==> src/rtl/result_collector.sv <==
// -----------------------------------------------------------------------------
// result_collector
//
// Capture stage behind the compute block. Every result strobed on valid_in is
// written into a small show-ahead FIFO and released to a consumer over a
// valid/ready handshake. Results that arrive while the FIFO is full and no pop
// is happening are dropped and flagged on a sticky overflow bit. Optional
// running statistics (count, unsigned min/max, sum) describe the whole producer
// stream, including dropped words.
//
// Optional feature macro: RESULT_COLLECTOR_STATS_EN
//   defined     -> statistics registers and update logic are built
//   not defined -> sample_cnt_o/max_o/sum_o tied to 0, min_o tied to all-ones
//
// Parameters:
//   WIDTH         result data width
//   DEPTH         FIFO entries, power of two, >= 2
//
// Ports:
//   clk_i         clock, rising edge
//   rstn_i        asynchronous active-low reset
//   valid_in      result strobe from the compute block
//   data_in       result word from the compute block
//   clear_i       synchronous flush of FIFO, overflow flag and statistics
//   ready_in      consumer accepts data_out this cycle
//   valid_out     FIFO non-empty, data_out is valid
//   data_out      oldest stored result (show-ahead), 0 while empty
//   level_o       occupancy 0..DEPTH
//   full_o        level_o == DEPTH
//   overflow_o    sticky: a result was dropped
//   sample_cnt_o  number of results seen on valid_in (wraps at 2^16)
//   min_o         unsigned minimum of results seen
//   max_o         unsigned maximum of results seen
//   sum_o         sum of results seen (wraps at 2^(WIDTH+16))
// -----------------------------------------------------------------------------
module result_collector #(
   parameter int WIDTH = 32,
   parameter int DEPTH = 8
) (
   input  logic                     clk_i,
   input  logic                     rstn_i,
   input  logic                     valid_in,
   input  logic [WIDTH-1:0]         data_in,
   input  logic                     clear_i,
   input  logic                     ready_in,
   output logic                     valid_out,
   output logic [WIDTH-1:0]         data_out,
   output logic [$clog2(DEPTH):0]   level_o,
   output logic                     full_o,
   output logic                     overflow_o,
   output logic [15:0]              sample_cnt_o,
   output logic [WIDTH-1:0]         min_o,
   output logic [WIDTH-1:0]         max_o,
   output logic [WIDTH+15:0]        sum_o
);

   localparam int AW = $clog2(DEPTH);
   localparam int LW = AW + 1;

   // Occupancy state; valid_out and full_o are decoded straight from it.
   typedef enum logic [1:0] {
      OCC_EMPTY,
      OCC_PARTIAL,
      OCC_FULL
   } occ_t;

   occ_t             occ_q;
   occ_t             occ_nxt;
   logic [WIDTH-1:0] mem [DEPTH];
   logic [AW-1:0]    wr_ptr_q;
   logic [AW-1:0]    rd_ptr_q;
   logic [LW-1:0]    level_q;
   logic [LW-1:0]    level_nxt;
   logic             ovf_q;
   logic             do_pop;
   logic             do_push;
   logic             do_drop;

   // -------------------------------------------------------------------------
   // Handshake decode. clear_i wins over everything in its cycle. A push into
   // a full FIFO is allowed when a pop frees the head slot in the same cycle.
   // -------------------------------------------------------------------------
   always_comb begin
      // NOTE: every signal assigned in a combinational block gets a default
      // first, so no path leaves it unassigned and no latch is inferred.
      do_pop    = 1'b0;
      do_push   = 1'b0;
      do_drop   = 1'b0;
      level_nxt = level_q;
      occ_nxt   = OCC_PARTIAL;

      if (!clear_i) begin
         do_pop  = (occ_q != OCC_EMPTY) && ready_in;
         do_push = valid_in && ((occ_q != OCC_FULL) || do_pop);
         do_drop = valid_in && !do_push;
      end

      if (clear_i) begin
         level_nxt = '0;
      end else if (do_push && !do_pop) begin
         level_nxt = level_q + LW'(1);
      end else if (do_pop && !do_push) begin
         level_nxt = level_q - LW'(1);
      end

      if (level_nxt == '0) begin
         occ_nxt = OCC_EMPTY;
      end else if (level_nxt == LW'(DEPTH)) begin
         occ_nxt = OCC_FULL;
      end
   end

   // -------------------------------------------------------------------------
   // Control state: occupancy, pointers, sticky overflow.
   // -------------------------------------------------------------------------
   always_ff @(posedge clk_i or negedge rstn_i) begin
      // NOTE: sequential state is written with non-blocking assignments so
      // every register samples the values from before the edge.
      if (!rstn_i) begin
         occ_q    <= OCC_EMPTY;
         level_q  <= '0;
         wr_ptr_q <= '0;
         rd_ptr_q <= '0;
         ovf_q    <= 1'b0;
      end else begin
         occ_q   <= occ_nxt;
         level_q <= level_nxt;
         if (clear_i) begin
            wr_ptr_q <= '0;
            rd_ptr_q <= '0;
            ovf_q    <= 1'b0;
         end else begin
            // Pointers wrap naturally because DEPTH is a power of two.
            if (do_push) begin
               wr_ptr_q <= wr_ptr_q + AW'(1);
            end
            if (do_pop) begin
               rd_ptr_q <= rd_ptr_q + AW'(1);
            end
            if (do_drop) begin
               ovf_q <= 1'b1;
            end
         end
      end
   end

   // -------------------------------------------------------------------------
   // Storage array.
   // -------------------------------------------------------------------------
   // NOTE: the data array is deliberately not reset; stale contents are never
   // observable because data_out is masked to zero whenever the FIFO is empty.
   always_ff @(posedge clk_i) begin
      if (do_push) begin
         mem[wr_ptr_q] <= data_in;
      end
   end

   // Show-ahead head. The slot under rd_ptr_q is never rewritten while it is
   // the valid head (a push into that slot needs an empty FIFO, or a full one
   // with a pop moving the head away), so data_out holds while stalled.
   assign valid_out  = (occ_q != OCC_EMPTY);
   assign full_o     = (occ_q == OCC_FULL);
   assign data_out   = valid_out ? mem[rd_ptr_q] : '0;
   assign level_o    = level_q;
   assign overflow_o = ovf_q;

   // -------------------------------------------------------------------------
   // Running statistics over the producer stream (includes dropped words).
   // -------------------------------------------------------------------------
`ifdef RESULT_COLLECTOR_STATS_EN
   logic [15:0]       cnt_q;
   logic [WIDTH-1:0]  min_q;
   logic [WIDTH-1:0]  max_q;
   logic [WIDTH+15:0] sum_q;

   always_ff @(posedge clk_i or negedge rstn_i) begin
      if (!rstn_i) begin
         cnt_q <= '0;
         min_q <= '1;
         max_q <= '0;
         sum_q <= '0;
      end else if (clear_i) begin
         cnt_q <= '0;
         min_q <= '1;
         max_q <= '0;
         sum_q <= '0;
      end else if (valid_in) begin
         cnt_q <= cnt_q + 16'd1;
         sum_q <= sum_q + {16'd0, data_in};
         if (data_in < min_q) begin
            min_q <= data_in;
         end
         if (data_in > max_q) begin
            max_q <= data_in;
         end
      end
   end

   assign sample_cnt_o = cnt_q;
   assign min_o        = min_q;
   assign max_o        = max_q;
   assign sum_o        = sum_q;
`else
   assign sample_cnt_o = '0;
   assign min_o        = '1;
   assign max_o        = '0;
   assign sum_o        = '0;
`endif

endmodule

==> config.mk <==
export PLATFORM = sky130hd
export DESIGN_NAME = result_collector
export DESIGN_NICKNAME = d
export VERILOG_FILES = /design/src/rtl/result_collector.sv
export SDC_FILE = /design/constraint.sdc
export NUM_CORES = 1
export LEC_CHECK = 0
export CORE_MARGIN = 1.5
export CORE_UTILIZATION = 55
export CTS_BUF_LIST = sky130_fd_sc_hd__clkbuf_2
export DETAILED_ROUTE_END_ITERATION = 7
export HOLD_SLACK_MARGIN = 0.03
export PLACE_DENSITY = 0.87
export SLEW_MARGIN = 5
export SYNTH_ARGS = -nofsm -noshare
export SYNTH_HDL_FRONTEND = slang
export SYNTH_SLANG_ARGS = --single-unit
==> constraint.sdc <==
create_clock -name clk_i -period 5.1 [get_ports clk_i]
set_input_delay 1.02 -clock clk_i [delete_from_list [all_inputs] [get_ports clk_i]]
set_output_delay 1.02 -clock clk_i [all_outputs]
set_load 0.02 [all_outputs]
==> flow_summary.yaml <==
synthesis:
  yosysWarnings: 0
  async_flop_share_pct: 4.833
  synth_flop_cell: "edfxtp_1"
  synth_most_common_cell: "edfxtp_1"
  avgSynthCellArea_um2: 18.46
  synthTopCellsByArea: "edfxtp_1 67%, mux4_2 13%, buf_4 8.7%, mux2i_1 3.0%, dfrtp_1 2.8%"
  ys_seq_area_share_pct: 70.13
  synth_edf_count: 256
  synth_common_cells: "256 x edfxtp_1, 133 x buf_4, 64 x mux4_2"
  ys_types: 36
  synth_top_cell_by_area: "edfxtp_1"
  netlist_area_mm2: 0.01142
  ys_seq_elements: 269
  synthCells: 619
  yosysTopAreaCellShare_pct: 67.29
die:
  die_area_mm2: 0.02165
  start_util_pct: 56.28
  io_pins: 204
  die_h_um: 147.1
  fp.coreArea_mm2: 0.02030
  die_w_um: 147.1
  row_count: 52
route:
  dr.pass1.iters: 4
  ant_nets: 0
  met1_length_um: 7645
  vias_per_cell: 5.237
  vias: 5515
  wl_met3_um: 1728
  drtIter0Drc: 379
  routed_wl_um: 20830
  drc: 0
  wl_met2_um: 10970
  top_layer: "met4"
  wire_per_inst_um: 19.78
worst_setup_path:
  worst-endpoint-required_ns: 4.08
  cp-start-kind: "flop"
  path_class: "flop to output port"
  regToRegSetupSlack_ns: 2.50
  cp.arrival_ns: 3.55
  end_kind: "output port"
  r2r_start: "occ_q[0]"
  r2r-end: "mem[5][0]"
  r2r_cells: 6
  critPathMaxFanout: 35
power:
  vdd_drop_max_mv: 0.2598
  power.density_mw_per_mm2: 360.2
  power_mw: 4.541
  p_leak_nw: 4.293
sta:
  worst_slew_pin_slew_ns: 0.9721
  clock.fmax_ghz: 0.2190
  rsz0062_at_grt: "no"
  setup_viol: 0
  timing.final.ws_setup_ns: 0.5328
  setup_tns_ns: 0
  fin_skew_ns: 0.04428
  hold_violations: 0
  post-route-period-util_pct: 89.55
  slew-limit-headroom_pct: 35.04
  fin_crit_ns: 4.567
  drv_slew: 0
clocking:
  cts_sinks: 269
  postCtsSetupBuffers: 0
  htreeDepth: 3
  cts-root-buf: "clkbuf_2"
  cts_made_buffers: 66
  hold_buffers: 0
  clk_latency_ns: 0.77
  cts_tree: "built"
  clockBufferDepth: 3
  cts_resized: 0
  path_clk_slew_ns: 0.12
final_layout:
  drive_above_1_share_pct: 24.42
  areaGrowthSynthToFinish_pct: 10.33
  finalNetCount: 790
place:
  dp_slack_ns: 1.282
  routabilityCongestion: 0.7973
  hpwl_um: 12620
  io_buffers: 75
worst_hold_path:
  hp-start: "overflow_o"
  hold_end: "overflow_o"
  holdPathStages: 2
  min_path_type: "flop to flop"
global_routing:
  grt_max_degree: 36
  grt_use_total_pct: 19.83
  grt_pass1_vias: 5883
  antenna_found_initial: 1
  grt_pass1_wl_um: 32090
  grt-ovfl-total: 0
status:
  outcome: "finished, final reports clean"
flow_run:
  maxCapViolCount: 0
-- power by group --
part	internal, mW	switching (mW)	leakage (nW)
registers	2.46	0.0599	2.48
clock network	0.510	0.782	0.413
logic	0.324	0.403	1.40
-- metrics by stage --
stage / hold slack (ns) / area (µm²) / instances / util, %
after floorplan: 0.5459 / 11900 / 745 / -
after global placement: 0.4787 / 12080 / 951 / 59.51
after detailed placement: 0.5658 / 12080 / 951 / 59.51
after CTS: 0.5635 / 12600 / 1052 / 62.08
after global routing: 0.5877 / 12600 / 1052 / 62.08
final: 0.6035 / 12600 / 1053 / 62.09
-- area by class of cell --
cell class	instances	area (µm²)
sequential	269	8019
multi-input combinational	319	2848
clock buffer	88	440.4
antenna	1	2.502
timing repair buffer	87	853.3
fill	1422	7695
tap	270	337.8
inverter	6	22.52
clock inverter	13	81.33
-- placed cells by master, fill, tap and decap left out, types with 2 or more instances in the layout --
master / count
nand2_1: 5
mux4_2: 64
clkinv_2: 5
clkinv_1: 6
mux2i_1: 34
edfxtp_1: 256
ha_1: 4
xnor2_1: 2
buf_4: 11
nand2b_1: 2
inv_1: 6
nand3_1: 2
conb_1: 128
o21ai_1: 2
dfrtp_2: 2
dfrtp_1: 10
nor2_4: 8
clkdlybuf4s50_1: 75
nor3_2: 2
nor2_1: 46
xor2_1: 4
clkbuf_2: 88
-- worst max-delay path by stage --
| stage | endpoint | cells past startpoint | start | slack (ns) |
|---|---|---|---|---|
| 6_report | data_out[22] | 5 | rd_ptr_q[0] | 0.53 |
| 5_1_grt | data_out[22] | 5 | rd_ptr_q[0] | 0.30 |
| 4_1_cts | data_out[22] | 5 | rd_ptr_q[0] | 0.41 |
| 3_5_place_dp | data_out[22] | 5 | rd_ptr_q[0] | 1.28 |
| 3_3_place_gp | data_out[0] | 5 | rd_ptr_q[0] | 1.34 |
| 2_1_floorplan | mem[0][0] | 3 | clear_i | 0.87 |
-- critical path, cell delays in order, from the launching register on --
cell	delay (ns)
dfrtp_4	0.90
buf_12	0.35
mux4_2	0.54
mux2i_1	0.28
nor2_1	0.09
clkdlybuf4s50_1	0.59
-- per-layer routing --
layer	global-route usage [%]	up-vias
met5	0	-
met4	8.750	0
met3	5.404	39
met2	34.20	284
met1	23.38	2781
li1	-	2411
-- registers in the layout (all words and copies together) (netlist names) --
| signal | cells |
|---|---|
| mem | 256 |
| level_o | 4 |
| rd_ptr_q | 3 |
| wr_ptr_q | 3 |
| occ_q | 2 |
| overflow_o | 1 |
-- kinds of logic (layout without fill, tap and decap cells) --
group | after synthesis | in the layout | synth area share, %
xor gates and xnor gates | 6 | 6 | 0.4600
buffers and inverters | 157 | 194 | 9.627
DFF | 269 | 269 | 70.13
and+or+nand+nor | 73 | 73 | 2.880
AOI/OAI and AO/OA | 8 | 8 | 0.5695
muxes | 100 | 100 | 15.83
other | 2 | 129 | 0.06573
adders and majority gates | 4 | 4 | 0.4381
Note: power is estimated with default switching activity, not from simulation.
==> RTL edit 1, RTL diff (config.mk and constraints unchanged) <==
Change the parameter `WIDTH` from 32 to 16.
--- a/src/rtl/result_collector.sv
+++ b/src/rtl/result_collector.sv
@@ -35,5 +35,5 @@
 // -----------------------------------------------------------------------------
 module result_collector #(
-   parameter int WIDTH = 32,
+   parameter int WIDTH = 16,
    parameter int DEPTH = 8
 ) (
Ports: changed (5 resized); port bits go from 204 to 124. No check against the original RTL was run, so the function may have changed too.
==> RTL edit 1 against the unedited design <==
  * Cell count shrank 45%
  * Global-route usage shrank 0.19 points
  * Critical path depth is the same
  * Setup slack gained 220 ps
  * Register-to-register slack gained 80 ps
  * Synthesized area shrank 46%
  * Clock skew shrank 8.8 ps
  * Die area shrank 45%
  * Total power shrank 49%
  * Design area shrank 46%
  * Sequential cell count shrank 128
  * Routed wire length shrank 49%
  * Largest cell class unchanged
  * Highest routed layer unchanged
==> RTL edit 1: results (changes against the unedited design) <==
* Run status: complete, no violations
* RR Endpoint: mem[2][2]
* Worst skew pair latency at 650 ps (-120 ps)
* Dpl ws at 1420 ps (+135 ps)
* Initial antenna violation count at 0 (-1)
* Clock Power Share at 25.3% (-3.2 points)
* Ant. Diodes at 0 (-1)
* Placed Instances at 546 (-43%)
* Reg2reg path depth at 5 (-1)
* Port buffer count at 43 (-43%)
* Leak at 2.34 nW (-46%)
* Post-synth cell types at 35 (-2.8%)
* Worst-path clk slew at 210 ps (+90 ps)
* Vias in the first global route at 2912 (-51%)
* Share of post-route cells with drive strength above 1 at 17.9% (-6.5 points)
* CP max FO at 23 (-34%)
* Max transition margin at 25.0% (-10 points)
* Sequential area share after synthesis at 67.2% (-3.0 points)
* Post-synth ARST share at 9.22% (+4.4 points)
* WL met3 at 883 um (-49%)
* Largest net degree at the start of global routing at 35 (-2.8%)
* Clk. pwr at 0.590 mW (-54%)
* Combinational share of power at 17.8% (+1.8 points)
* GRT Total Usage at 19.6% (-0.19 points)
* Synth area leaders: edfxtp_1 (62%), mux4_2 (12%), buf_4 (9.7%)
* Gate Count Post-Synth at 369 (-40%)
* Dpl hpwl at 6770 um (-46%)
* Setup slack, reg-to-reg at 2580 ps (+80 ps)
* Crit path max-delay cell type: dfrtp_2
* WL/cell at 18.5 um (-6.5%)
* Final net count at 450 (-43%)
* Met1 Routed Length at 3940 um (-48%)
* Post-synth EDFFs at 128 (-50%)
* Max VDD drop at 0.000205 V (-21%)
* CTS max path bufs at 2 (-1)
* Critical Path AT at 3330 ps (-220 ps)
* Commonest cells post-synth: edfxtp_1 (128), buf_4 (80), nor2_1 (37), mux4_2 (32), mux2i_1 (18)
* Number of flip-flops in the largest register at 128 (-50%)
* Met2 routed WL at 5690 um (-48%)
* Drt pass-1 iters at 5 (+1)
* Avg Vias per Cell at 5.23 (about the same)
* Final cell count without fillers at 576 (-45%)
* Layout Skew at 35.4 ps (-8.85 ps)
* First-pass GRT wire length at 16200 um (-49%)
* CTS H-Tree Depth at 4 (+1)
* Hold slack at 535 ps (-68.8 ps)
* GPL Wtd Cong at 0.772 (-3.2%)
* Cell internal pwr at 1.69 mW (-49%)
* Initial DRC Count at 180 (-53%)
* Area after DPL at 6540 sq um (-46%)
## RTL edit 1: cell count changes in the layout (fill, tap and decap cells not counted), sizes merged, moves of 16 or more
| cell | before | now |
|---|---|---|
| mux4 | 64 | 32 |
| clkdlybuf4s50 | 75 | 43 |
| mux2i | 34 | 18 |
| clkbuf | 88 | 19 |
| edfxtp | 256 | 128 |
| conb | 128 | 80 |
| nor2 | 54 | 38 |
## RTL edit 1: kinds of logic after synthesis
kind of cell,synth area share (%)
compound gates,0.968
xor+xnor,0.847
fa+ha+maj,0.806
buf+inv,10.9
flops,67.2
mux,14.9
other cells,0.121
simple gates,4.19
## RTL edit 1: worst max-delay path: cells and delay by family, from the launching register on
family	cells	cell delay [ps]
muxes	2	720
and+or+nand+nor	1	70
DFF	1	890
buffers and inverters	2	980
## RTL edit 1: how the worst max path moves through the flow
| stage | start | endpoint | slack (ps) |
|---|---|---|---|
| after CTS | rd_ptr_q[0] | data_out[13] | 580 |
| final | rd_ptr_q[0] | data_out[13] | 750 |
| after detailed placement | clear_i | mem[2][0] | 1420 |
| after global routing | rd_ptr_q[0] | data_out[11] | 440 |
| after floorplan | clear_i | mem[0][0] | 1950 |
| after global placement | rd_ptr_q[0] | data_out[15] | 1510 |
## RTL edit 1: layout make-up
type                            count  area (sq um)
Fill cell                         760          4180
Sequential cell                   141          4170
Multi-Input combinational cell    207          1670
Timing Repair Buffer               52           498
Tap cell                          140           175
Clock inverter                     11           121
Clock buffer                       19          95.1
Inverter                            6          22.5
## RTL edit 1: routing by layer
metal,vias up,track usage [%]
met1,1486,23.7
met2,186,34.2
li1,1328,-
met4,0,5.84
met5,-,0
met3,15,5.92
==> RTL edit 2, RTL diff (config.mk and constraints unchanged) <==
Made on the original files. Re-encode `occ_t` (3 values) as one-hot, 3 bits wide.
--- a/src/rtl/result_collector.sv
+++ b/src/rtl/result_collector.sv
@@ -59,8 +59,8 @@
 
    // Occupancy state; valid_out and full_o are decoded straight from it.
-   typedef enum logic [1:0] {
-      OCC_EMPTY,
-      OCC_PARTIAL,
-      OCC_FULL
+   typedef enum logic [2:0] {
+      OCC_EMPTY   = 3'b001,
+      OCC_PARTIAL = 3'b010,
+      OCC_FULL    = 3'b100
    } occ_t;
 
Check against the original RTL: same outputs for any inputs over 4 cycles, from zero or initial values and one cycle with rstn_i low; so few cycles prove little.
==> RTL edit 2 against the unedited design <==
  * Routed wire length grew 0.59%
  * Setup slack gained 13 ps
  * Cell count grew 1.7%
  * Synthesized area grew 0.83%
  * Design area grew 0.83%
  * Critical path depth is the same
  * First-iteration DRC count grew 6.3%
  * Total power grew 17%
  * Die area grew 0.82%
  * Fmax grew 0.29%
  * Sequential cell count grew 1
==> RTL edit 2: results (changes against the unedited design) <==
* Run status: complete, no violations
* Multi-input combinational area share at 22.9% (+0.29 points)
* Final net count at 798 (+1.0%)
* Max transition margin at 20.9% (-14 points)
* CP max FO at 34 (-2.9%)
* Inverters at 5 (-1)
* Post-synthesis adder-cell area fraction at 0.434% (-0.0036 points)
* Initial antenna violation count at 3 (+2)
* Nonclk buf count at 86 (-1.1%)
* Leak at 4.36 nW (+1.5%)
* Synth Register Bits at 270 (+0.37%)
* Share of post-route cells with drive strength above 1 at 24.2% (-0.27 points)
* Post-synth ARST share at 5.19% (+0.35 points)
* XOR/XNOR Fraction of Synth Area at 0.380% (-0.080 points)
* Layout Skew at 28.5 ps (-15.8 ps)
* Max VDD drop at 0.000235 V (-9.7%)
* Ant. Diodes at 2 (+1)
* Synthesis Warnings at 0 (unchanged)
* GPL Wtd Cong at 0.734 (-8.0%)
* # clk buffers at 94 (+6.8%)
* Reg2Reg Launch Point: occ_q[0]
* Hold Path Sink: overflow_o
* Multi-input gates at 327 (+2.5%)
* Largest stage delay on the critical path at 880 ps (-20 ps)
* Vias in the first global route at 5876 (-0.12%)
* First-pass GRT wire length at 32300 um (+0.54%)
* Synth area leaders: edfxtp_1 (67%), mux4_2 (13%), buf_4 (8.7%)
* RR Endpoint: mem[2][13]
* Post-synth cell types at 39 (+8.3%)
* Sequential area share after synthesis at 69.8% (-0.35 points)
* Synth Area in Compound Gates at 0.988% (+0.42 points)
* Setup slack, reg-to-reg at 2390 ps (-110 ps)
* Sequential share of cell area at 63.3% (-0.32 points)
* Dpl ws at 1200 ps (-86.6 ps)
* Multiplexer share of the synthesized area at 15.7% (-0.17 points)
* Initial DRC Count at 403 (+6.3%)
* Final-layout fill cell count at 1412 (-0.70%)
* CTS buffer count at 67 (+1.5%)
* Layout clock area frac at 4.42% (+0.28 points)
* NonClk Buf Share at 6.56% (-0.21 points)
* Via count at 5626 (+2.0%)
* Dpl hpwl at 12700 um (+0.54%)
-- RTL edit 2: how the worst max path moves through the flow --
stage,from,to,slack (ps),cells past startpoint
after floorplan,ready_in,mem[0][0],770,4
after global placement,ready_in,mem[4][15],1320,5
after detailed placement,ready_in,mem[2][18],1200,5
after CTS,rd_ptr_q[0],data_out[25],410,5
after global routing,rd_ptr_q[0],data_out[25],310,5
final,rd_ptr_q[0],data_out[25],550,5
-- RTL edit 2: cell families after synthesis --
family	Yosys count
adders and majority gates	4
muxes	100
buffers and inverters	157
and+or+nand+nor	78
AOI/OAI and AO/OA	12
DFF	270
xor gates and xnor gates	5
other	2
-- RTL edit 2: per-stage QoR --
step | area, sq um | total power, mW | hold slack, ps | cells | util [%]
floorplan | 12000 | 3.60 | 546 | 754 | -
finish | 12700 | 5.30 | 598 | 1071 | 62.4
CTS | 12700 | 5.36 | 585 | 1069 | 62.4
detailed placement | 12100 | 4.02 | 550 | 958 | 59.6
global placement | 12100 | 3.99 | 514 | 958 | 59.6
global route | 12700 | 5.55 | 620 | 1070 | 62.4
-- RTL edit 2: worst min-delay path: cells and delay by family, from the launching register on --
kind,cells,cell delay [ps]
DFF,1,390
and+or+nand+nor,1,100
AOI/OAI and AO/OA,1,70
-- RTL edit 2: report_power, final --
part           total (mW)  leakage, nW  internal (mW)  switching (mW)
sequential           2.59         2.49           2.48           0.107
clock                1.34        0.445          0.542           0.797
combinational        1.37         1.42          0.658           0.712
total                5.30         4.36           3.68            1.62
-- RTL edit 2: metal layers --
layer	up-vias	global-route usage, %	share of wire (%)
li1	2460	-	-
met1	2806	24.9	38
met2	320	32.5	51
met3	38	5.68	8.9
met4	2	8.65	2.0
met5	-	0	0.062
